[src/rtl/max_pool_2x2.sv]
// Streaming 2x2 max-pool: horizontal pair max via hold register, vertical max via half-row line buffer.
// Define POOL_SIGNED_EN for two's-complement comparisons; unsigned otherwise.
module max_pool_2x2 #(
  parameter int DATA_W = 9,
  parameter int ROW_W  = 28,
  parameter int COL_H  = 28
) (
  input  logic              clk,
  input  logic              rst_n,
  input  logic              in_valid,
  input  logic [DATA_W-1:0] pool_in,
  input  logic              frame_clr,
  output logic              out_valid,
  output logic [DATA_W-1:0] pool_out,
  output logic              frame_done
);

  localparam int CW   = (ROW_W > 1) ? $clog2(ROW_W) : 1;
  localparam int RW   = (COL_H > 1) ? $clog2(COL_H) : 1;
  localparam int HALF = ROW_W / 2;
  localparam int IW   = (HALF > 1) ? $clog2(HALF) : 1;

  logic [CW-1:0]     col_q, col_d;
  logic [RW-1:0]     row_q, row_d;
  logic [DATA_W-1:0] hold_q, hold_d;
  logic [DATA_W-1:0] line_buf_q [HALF];
  logic [DATA_W-1:0] line_buf_d [HALF];
  logic              out_valid_q, out_valid_d;
  logic [DATA_W-1:0] pool_out_q, pool_out_d;
  logic              frame_done_q, frame_done_d;

  logic [IW-1:0]     idx;
  logic [DATA_W-1:0] hmax;
  logic              col_last, row_last;

  function automatic logic [DATA_W-1:0] pmax(input logic [DATA_W-1:0] a,
                                             input logic [DATA_W-1:0] b);
`ifdef POOL_SIGNED_EN
    pmax = ($signed(a) >= $signed(b)) ? a : b;
`else
    pmax = (a >= b) ? a : b;
`endif
  endfunction

  always_comb begin
    col_d        = col_q;
    row_d        = row_q;
    hold_d       = hold_q;
    line_buf_d   = line_buf_q;
    out_valid_d  = 1'b0;
    pool_out_d   = pool_out_q;
    frame_done_d = 1'b0;

    idx      = IW'(col_q >> 1);
    hmax     = pmax(hold_q, pool_in);
    col_last = (col_q == CW'(ROW_W - 1));
    row_last = (row_q == RW'(COL_H - 1));

    // frame_clr takes priority so a coincident sample is dropped
    if (frame_clr) begin
      col_d  = '0;
      row_d  = '0;
      hold_d = '0;
    end else if (in_valid) begin
      if (!col_q[0]) begin
        hold_d = pool_in;
      end else if (!row_q[0]) begin
        line_buf_d[idx] = hmax;
      end else begin
        pool_out_d   = pmax(line_buf_q[idx], hmax);
        out_valid_d  = 1'b1;
        frame_done_d = row_last && col_last;
      end

      if (col_last) begin
        col_d = '0;
        row_d = row_last ? '0 : row_q + 1'b1;
      end else begin
        col_d = col_q + 1'b1;
      end
    end
  end

  always_ff @(posedge clk or negedge rst_n) begin
    if (!rst_n) begin
      col_q        <= '0;
      row_q        <= '0;
      hold_q       <= '0;
      line_buf_q   <= '{default: '0};
      out_valid_q  <= 1'b0;
      pool_out_q   <= '0;
      frame_done_q <= 1'b0;
    end else begin
      col_q        <= col_d;
      row_q        <= row_d;
      hold_q       <= hold_d;
      line_buf_q   <= line_buf_d;
      out_valid_q  <= out_valid_d;
      pool_out_q   <= pool_out_d;
      frame_done_q <= frame_done_d;
    end
  end

  assign out_valid  = out_valid_q;
  assign pool_out   = pool_out_q;
  assign frame_done = frame_done_q;

endmodule

[config.mk]
export PLATFORM = sky130hd
export DESIGN_NAME = max_pool_2x2
export DESIGN_NICKNAME = d
export VERILOG_FILES = /design/src/rtl/max_pool_2x2.sv
export SDC_FILE = /design/constraint.sdc
export NUM_CORES = 1
export LEC_CHECK = 0
export CAP_MARGIN = 40
export CORE_AREA = 5 5 151 153
export DETAILED_ROUTE_END_ITERATION = 7
export DIE_AREA = 0 0 156 158
export GPL_TIMING_DRIVEN = 0
export PLACE_DENSITY_LB_ADDON = 0.1
export SLEW_MARGIN = 25
export SYNTH_ARGS = -nofsm -noshare
export SYNTH_HDL_FRONTEND = slang
export SYNTH_SLANG_ARGS = --single-unit
[constraint.sdc]
create_clock -name clk -period 6.25 [get_ports clk]
set_clock_uncertainty 0.1 [all_clocks]
set_input_delay 0.9375 -clock clk [delete_from_list [all_inputs] [get_ports clk]]
set_output_delay 0.9375 -clock clk [all_outputs]
set_load 0.01 [all_outputs]
Yosys cells after proc, flatten, opt, wreduce, memory -nomap -nowiden:

Cells that the tools add are included.

* register bits: 156
* output and inout bits: 11
* logic and storage cells: 66

* add/sub/neg operators: 2
* magnitude comparators: 4
* equality and inequality tests: 3
* multiplexer cells: 26
* bitwise logic cells: 3
* reductions and logical operators: 8

Operators with widths (count)
* $bwmux W126: 1
* $mux W9: 8
* $bmux W9 S4: 1
* $demux W9 S4: 1
* $mux W5: 7
* $ge A9 B9 Y1: 2
* $add A5 B1 Y5 const B: 2
* $eq A5 B5 Y1 const B: 2
* $mux W1: 8
* $reduce_and A4 Y1: 2
* $ge A5 B5 Y1 const B: 1
* $lt A5 B1 Y1 const B: 1
* $not A4 Y5: 1
* $reduce_and A2 Y1: 2
* $reduce_bool A2 Y1: 2
* $logic_and A1 B1 Y1: 2
* $ne A2 B2 Y1 const B: 1
* $not A1 Y1: 2

Logic depth before layout (Yosys ltp):

Gate-level depths: netlist of the first run.

* depth after elaboration: 6
* gate-level depth with buffers: 17
* gate-level depth less buffers: 15

Worst setup path after synthesis of the first run:

OpenSTA, ideal clock, no wires.

* kind: input-to-reg
* start: input port pool_in[6]
* end: register pool_out_q[1] (netlist: pool_out[1])
* setup time: 0.138 ns
* data arrival time: 4.414 ns
* required time: 6.012 ns
* slack: 1.598 ns
* stages: 17
* path buffers: 2
* cell sequence: inv_1 > ha_1 > a211oi_1 > nor2_1 > a311oi_1 > o21a_1 > buf_2 > mux2i_1 > clkbuf_1 > inv_1 > ha_1 > nor3b_1 > o21ai_0 > a2111oi_0 > nor2_1 > a22oi_1 > o21ai_0

* cells in the longest elaborated chain, start to end: 4

RTL lines
* from (decl): line 11 `input logic [DATA_W-1:0] pool_in,`
* $ge A9 B9 Y1: line 41 `pmax = (a >= b) ? a : b;`
* $mux W9: line 41
* net hmax[0]: line 33 `logic [DATA_W-1:0] hmax;`
* $ge A9 B9 Y1: line 41
* $mux W9: line 41
* to (signal assigned): line 99 `pool_out_q <= pool_out_d;`
* to (decl): line 29 `logic [DATA_W-1:0] pool_out_q, pool_out_d;`

The timed path passes the listed nets, and every way through them passes these cells.
A chain may end at the register's enable or synchronous reset.

Worst setup path after layout of the first run:

* start: input port pool_in[6]
* end: register pool_out_q[4] (netlist: pool_out[4])

The elaborated chain is that of the path after synthesis.

==> results of run 1 <==
## cell type report
| cell class | instances | area (sq um) | area share (%) |
|---|---|---|---|
| Buffer | 44 | 208 | 2.41 |
| Clock buffer | 20 | 447 | 5.19 |
| Clock inverter | 11 | 145 | 1.69 |
| Inverter | 12 | 45.0 | 0.524 |
| Multi-Input combinational cell | 515 | 3190 | 37.1 |
| Sequential cell | 156 | 3900 | 45.4 |
| Tap cell | 280 | 350 | 4.07 |
| Timing Repair Buffer | 31 | 310 | 3.61 |
## stage by stage
step | hold slack, ps | area, sq um | instances
after floorplan | 344 | 7340 | 727
after global placement | 358 | 7920 | 1030
after detailed placement | 365 | 8000 | 1038
after CTS | 379 | 8600 | 1069
after global routing | 402 | 8600 | 1069
final | 369 | 8600 | 1069
## kinds of logic after synthesis
group | Yosys count
fa+ha+maj | 20
simple gates | 243
compound gates | 197
buf+inv | 56
mux | 55
flops | 156
## synth_stat cells (all sizes together) (10+ instances only)
| library cell | instances |
|---|---|
| buf | 18 |
| ha | 20 |
| o21ai | 88 |
| clkbuf | 26 |
| nor2 | 77 |
| mux2i | 28 |
| inv | 12 |
| dfrtp | 156 |
| nand3 | 10 |
| mux4 | 18 |
| a21oi | 75 |
| nand2 | 123 |
## report_power, final
part           total (uW)  switching (uW)  internal, uW  leakage (uW)
Clock                1050             410           635      0.000282
Combinational         287             179           108       0.00132
Sequential           1070            20.8          1050       0.00214
Total                2400             610          1790       0.00375
## repair_timing
action | CTS | global route
setup endpoints to repair | 0 | 9
resized for setup | 0 | 2
hold buffers | 0 | 0
## routing by layer
layer	wire, um	part of all wire, %	GRT usage, %	up-vias
li1	-	-	-	2655
met1	9530	45	24.3	2845
met2	10200	48	29.3	123
met3	1100	5.2	4.37	24
met4	361	1.7	5.13	0
met5	0	0	0	-
## worst paths after layout
check	from	endpoint	slack (ps)
max	pool_in[6]	pool_out[4]$_DFFE_PN0P_	740
min	rst_n	line_buf_q[62]$_DFFE_PN0P_	370
max reg2reg	hold_q[6]$_DFFE_PN0P_	pool_out[4]$_DFFE_PN0P_	1460
min reg2reg	line_buf_q[53]$_DFFE_PN0P_	line_buf_q[53]$_DFFE_PN0P_	380
max in group asynchronous	rst_n	line_buf_q[20]$_DFFE_PN0P_	4860
min in group clk	line_buf_q[53]$_DFFE_PN0P_	line_buf_q[53]$_DFFE_PN0P_	380
## sequential cells by signal (all words and copies together) (netlist names)
| name | cells |
|---|---|
| row_q | 5 |
| out_valid | 1 |
| pool_out | 9 |
| line_buf_q | 126 |
| hold_q | 9 |
| frame_done | 1 |
| col_q | 5 |
## worst max-delay path, cell delays in order
cell and delay [ps]:
clkdlybuf4s50_1 530, inv_1 60, ha_1 310, a211oi_1 210, nor2_1 80, a311oi_1 250, o21a_1 150, buf_2 280
mux2i_1 440, buf_2 270, clkbuf_1 420, inv_1 100, ha_1 290, nor3b_1 200, o21ai_0 140, a2111oi_2 480
nor2_1 240, a22oi_1 190, o21ai_0 100
==> flow_metrics.tcl, run 1 <==
set metrics [dict create \
    status "complete, no violations" \
    cap_violations 0 \
    track_usage_pct 18.1 \
    fillers 2078 \
    ir_drop_uv 167 \
    antenna_found_initial 0 \
    synth_top_family_by_area "compound AO/OA/AOI/OAI gates" \
    synthAdderAreaFrac_pct 3.41 \
    timing.final.crit_period_ps 5510 \
    die_width_um 156 \
    syn-num-nets 760 \
    drc 0 \
    yosysTopAreaCell "dfrtp_1" \
    rr_worst_depth 17 \
    power_leakage_uw 0.00375 \
    mappedNetlistArea_sq_um 7340 \
    cts_max_path_buffers 2 \
    clkLatencyLatePin_ps 420 \
    synth_top_area_share_pct 53.2 \
    fin_util_pct 40.2 \
    cts-buffers-inserted 17 \
    clk_pin_slew_ps 60 \
    cts_setup_buffers 0 \
    wl_per_cell_um 19.8 \
    powerDensity_nw_per_um2 279 \
    synth_area_per_cell_sq_um 10.1 \
    core_sq_um 21400 \
    tightest_slew_ps 827 \
    drive_above_1_share_pct 11.8 \
    synth.area.mux_share_pct 10.7 \
    dp_worst_setup_slack_ps 4.86 \
    async_flop_share_pct 100 \
    timing.slew.headroom_pct 44.8 \
    fin_ws_ps 744 \
    die_y_um 158 \
    place_congestion 0.852 \
    critPathKind "input port to flop" \
    fmax_mhz 182 \
    grt_pass1_vias 5707 \
    drtIter0Drc 407 \
    rows 54 \
    cts_max_level 4 \
    grt_max_degree 82 \
    setup_viol 0 \
    synth_edf_count 0 \
    crit_fanout 10 \
    areaGrowthSynthToFinish_pct 17.3 \
    synthCells 727 \
    ys_warn_count 0 \
    layout_common_cells "156 x dfrtp_1, 123 x nand2_1, 88 x o21ai_0, 74 x nor2_1, 74 x a21oi_1" \
    dieArea_sq_um 24600 \
    yosys-top-cells-area "dfrtp_1 53%, nand2_1 6.3%, o21ai_0 6.0%" \
    synthFlopType "dfrtp_1" \
    synthDistinctLibCells 44 \
    n_antenna_cell 0 \
    hold_class "input port to async pin" \
    fin_tns_setup_ps 0 \
    synth-simple-area-share_pct 14.5 \
    ys_ff_latch 156 \
    cp-start-kind "input port" \
    grt_pass1_wl_um 33500 \
    totalPowerFinal_uw 2400 \
    synth_xor_area_share_pct 0 \
    ys_seq_area_share_pct 53.2 \
    required_ps 6430 \
    dp_hpwl_um 15100 \
    start_util_pct 34.3 \
    overflow 0 \
    via_per_inst 5.28 \
    rsz0062_at_grt "no" \
    final_common_cell "dfrtp_1" \
    arrival_ps 5680 \
    io_pins 24 \
    synth-compound-area-share_pct 14.7 \
    hold_viol_final 0 \
    period_share_pct 88.1 \
    drtPass1Iterations 8 \
    critPathCaptureType "flop" \
    cts_tree "built" \
    ant_nets 0 \
    vias 5647 \
    cts.sinks 156 \
    routed_wl_um 21200 \
    io_buffers 23 \
    cts_root_buf "clkbuf_16" \
    nets 810 \
    finalMaxSlewViolations 0 \
]
Power figures use the tool's default switching activity.
==> inputs of run 2 (changes only) <==
- clock period: 6.25 -> 4.6 ns (I/O delays scaled with it)
==> flow_metrics.tcl, run 2 (synthesized netlist as in run 1, its figures left out) <==
set metrics [dict create \
    status "complete, no violations" \
    timing.slew.headroom_pct 48.8 \
    die_y_um 158 \
    io_buffers 23 \
    cts_max_level 4 \
    die_width_um 156 \
    dpl.cell_count 1038 \
    via_per_inst 5.26 \
    fmax_mhz 232 \
    n_antenna_cell 0 \
    cts.sinks 156 \
    powerDensity_nw_per_um2 376 \
    io_pins 24 \
    areaGrowthSynthToFinish_pct 20.1 \
    dp_worst_setup_slack_ps -1400 \
    drtIter0Drc 455 \
    overflow 0 \
    grt_max_degree 82 \
    placed_area_sq_um 8000 \
    rsz0062_at_grt "no" \
    fillers 2054 \
    tightest_slew_ps 768 \
    hold_class "input port to async pin" \
    hold_viol_final 0 \
    track_usage_pct 18.1 \
    arrival_ps 4510 \
    nets 817 \
    place_congestion 0.852 \
    drtPass1Iterations 5 \
    finalMaxSlewViolations 0 \
    instances_no_fill 1076 \
    core_sq_um 21400 \
    clkLatencyLatePin_ps 420 \
    cts_tree "built" \
    wl_per_cell_um 19.8 \
    cts-buffers-inserted 17 \
    antenna_found_initial 0 \
    dp_hpwl_um 15100 \
    ant_nets 0 \
    crit_fanout 10 \
    cts_root_buf "clkbuf_16" \
    vias 5657 \
    required_ps 4800 \
    fin_area_sq_um 8810 \
    fin_ws_ps 286 \
    largest_reg_flops 126 \
    cts_max_path_buffers 2 \
    grt_pass1_wl_um 33400 \
    period_share_pct 93.8 \
    critPathCaptureType "flop" \
    drc 0 \
    setup_viol 0 \
    final_common_cell "dfrtp_1" \
    ir_drop_uv 225 \
    drive_above_1_share_pct 14.9 \
    grt_pass1_vias 5717 \
    routed_wl_um 21300 \
    cap_violations 0 \
    power_leakage_uw 0.00381 \
    rows 54 \
    critPathKind "input port to flop" \
    layout_common_cells "156 x dfrtp_1, 122 x nand2_1, 87 x o21ai_0, 74 x a21oi_1, 73 x nor2_1" \
    fin_util_pct 41.1 \
    clk_pin_slew_ps 60 \
    timing.final.crit_period_ps 4310 \
    cp-start-kind "input port" \
    dieArea_sq_um 24600 \
    start_util_pct 34.3 \
    regMostFlops "line_buf_q" \
]
==> run 2: routing by layer <==
layer,part of all wire [%],track usage [%],up-vias
met2,48,29.3,114
li1,-,-,2674
met1,45,24.4,2845
met3,4.6,4.37,24
met4,1.8,5.13,0
met5,0,0,-
==> run 2: repair_timing <==
item / CTS / global route
buffers inserted: 1 / 6
setup endpoints to repair: 9 / 9
hold buffers: 0 / 0
resized for setup: 23 / 36
pin swaps: 1 / 0
==> run 2: area by class of cell <==
type	instances	area [sq um]	share of cell area (%)
Inverter	12	45.0	0.511
Multi-Input combinational cell	515	3280	37.2
Timing Repair Buffer	38	372	4.22
Buffer	44	268	3.04
Clock inverter	11	145	1.65
Tap cell	280	350	3.98
Clock buffer	20	447	5.07
Sequential cell	156	3900	44.3
==> run 2: worst max-delay path, cell delays in order <==
cell and delay, ps:
clkdlybuf4s50_1 560, inv_1 70, ha_1 190, a211oi_1 230, nor2_1 80, a311oi_1 250
o21a_1 200, buf_12 180, mux2i_4 400, clkbuf_4 330, ha_1 260, nand4_1 120
nor2_1 70, a2111oi_2 340, buf_4 180, nor2_2 80, a22oi_1 160, o21ai_0 100
==> run 2: final timing paths <==
| kind | startpoint | endpoint | slack (ps) | depth (start not counted) |
|---|---|---|---|---|
| setup / recovery | pool_in[5] | pool_out[4]$_DFFE_PN0P_ | 290 | 18 |
| hold / removal | rst_n | line_buf_q[89]$_DFFE_PN0P_ | 120 | 1 |
| setup reg to reg | col_q[1]$_DFFE_PN0P_ | pool_out[4]$_DFFE_PN0P_ | 530 | 15 |
| hold reg to reg | line_buf_q[31]$_DFFE_PN0P_ | line_buf_q[31]$_DFFE_PN0P_ | 380 | 2 |
| max in group asynchronous | rst_n | line_buf_q[19]$_DFFE_PN0P_ | 3450 | 2 |
| min in group clk | line_buf_q[31]$_DFFE_PN0P_ | line_buf_q[31]$_DFFE_PN0P_ | 380 | 2 |
==> run 2: power by group <==
part           switching (uW)  internal [uW]
sequential               30.4           1420
clock                     556            863
combinational             254            182
total                     841           2470
==> run 2: metrics by stage <==
step	hold slack [ps]	TNS [ps]	power, uW
6_report	124	0	3310
5_1_grt	170	0	3460
4_1_cts	152	0	3320
3_5_place_dp	365	-12330	1870
3_3_place_gp	358	-563920	1840
2_1_floorplan	294	0	1690
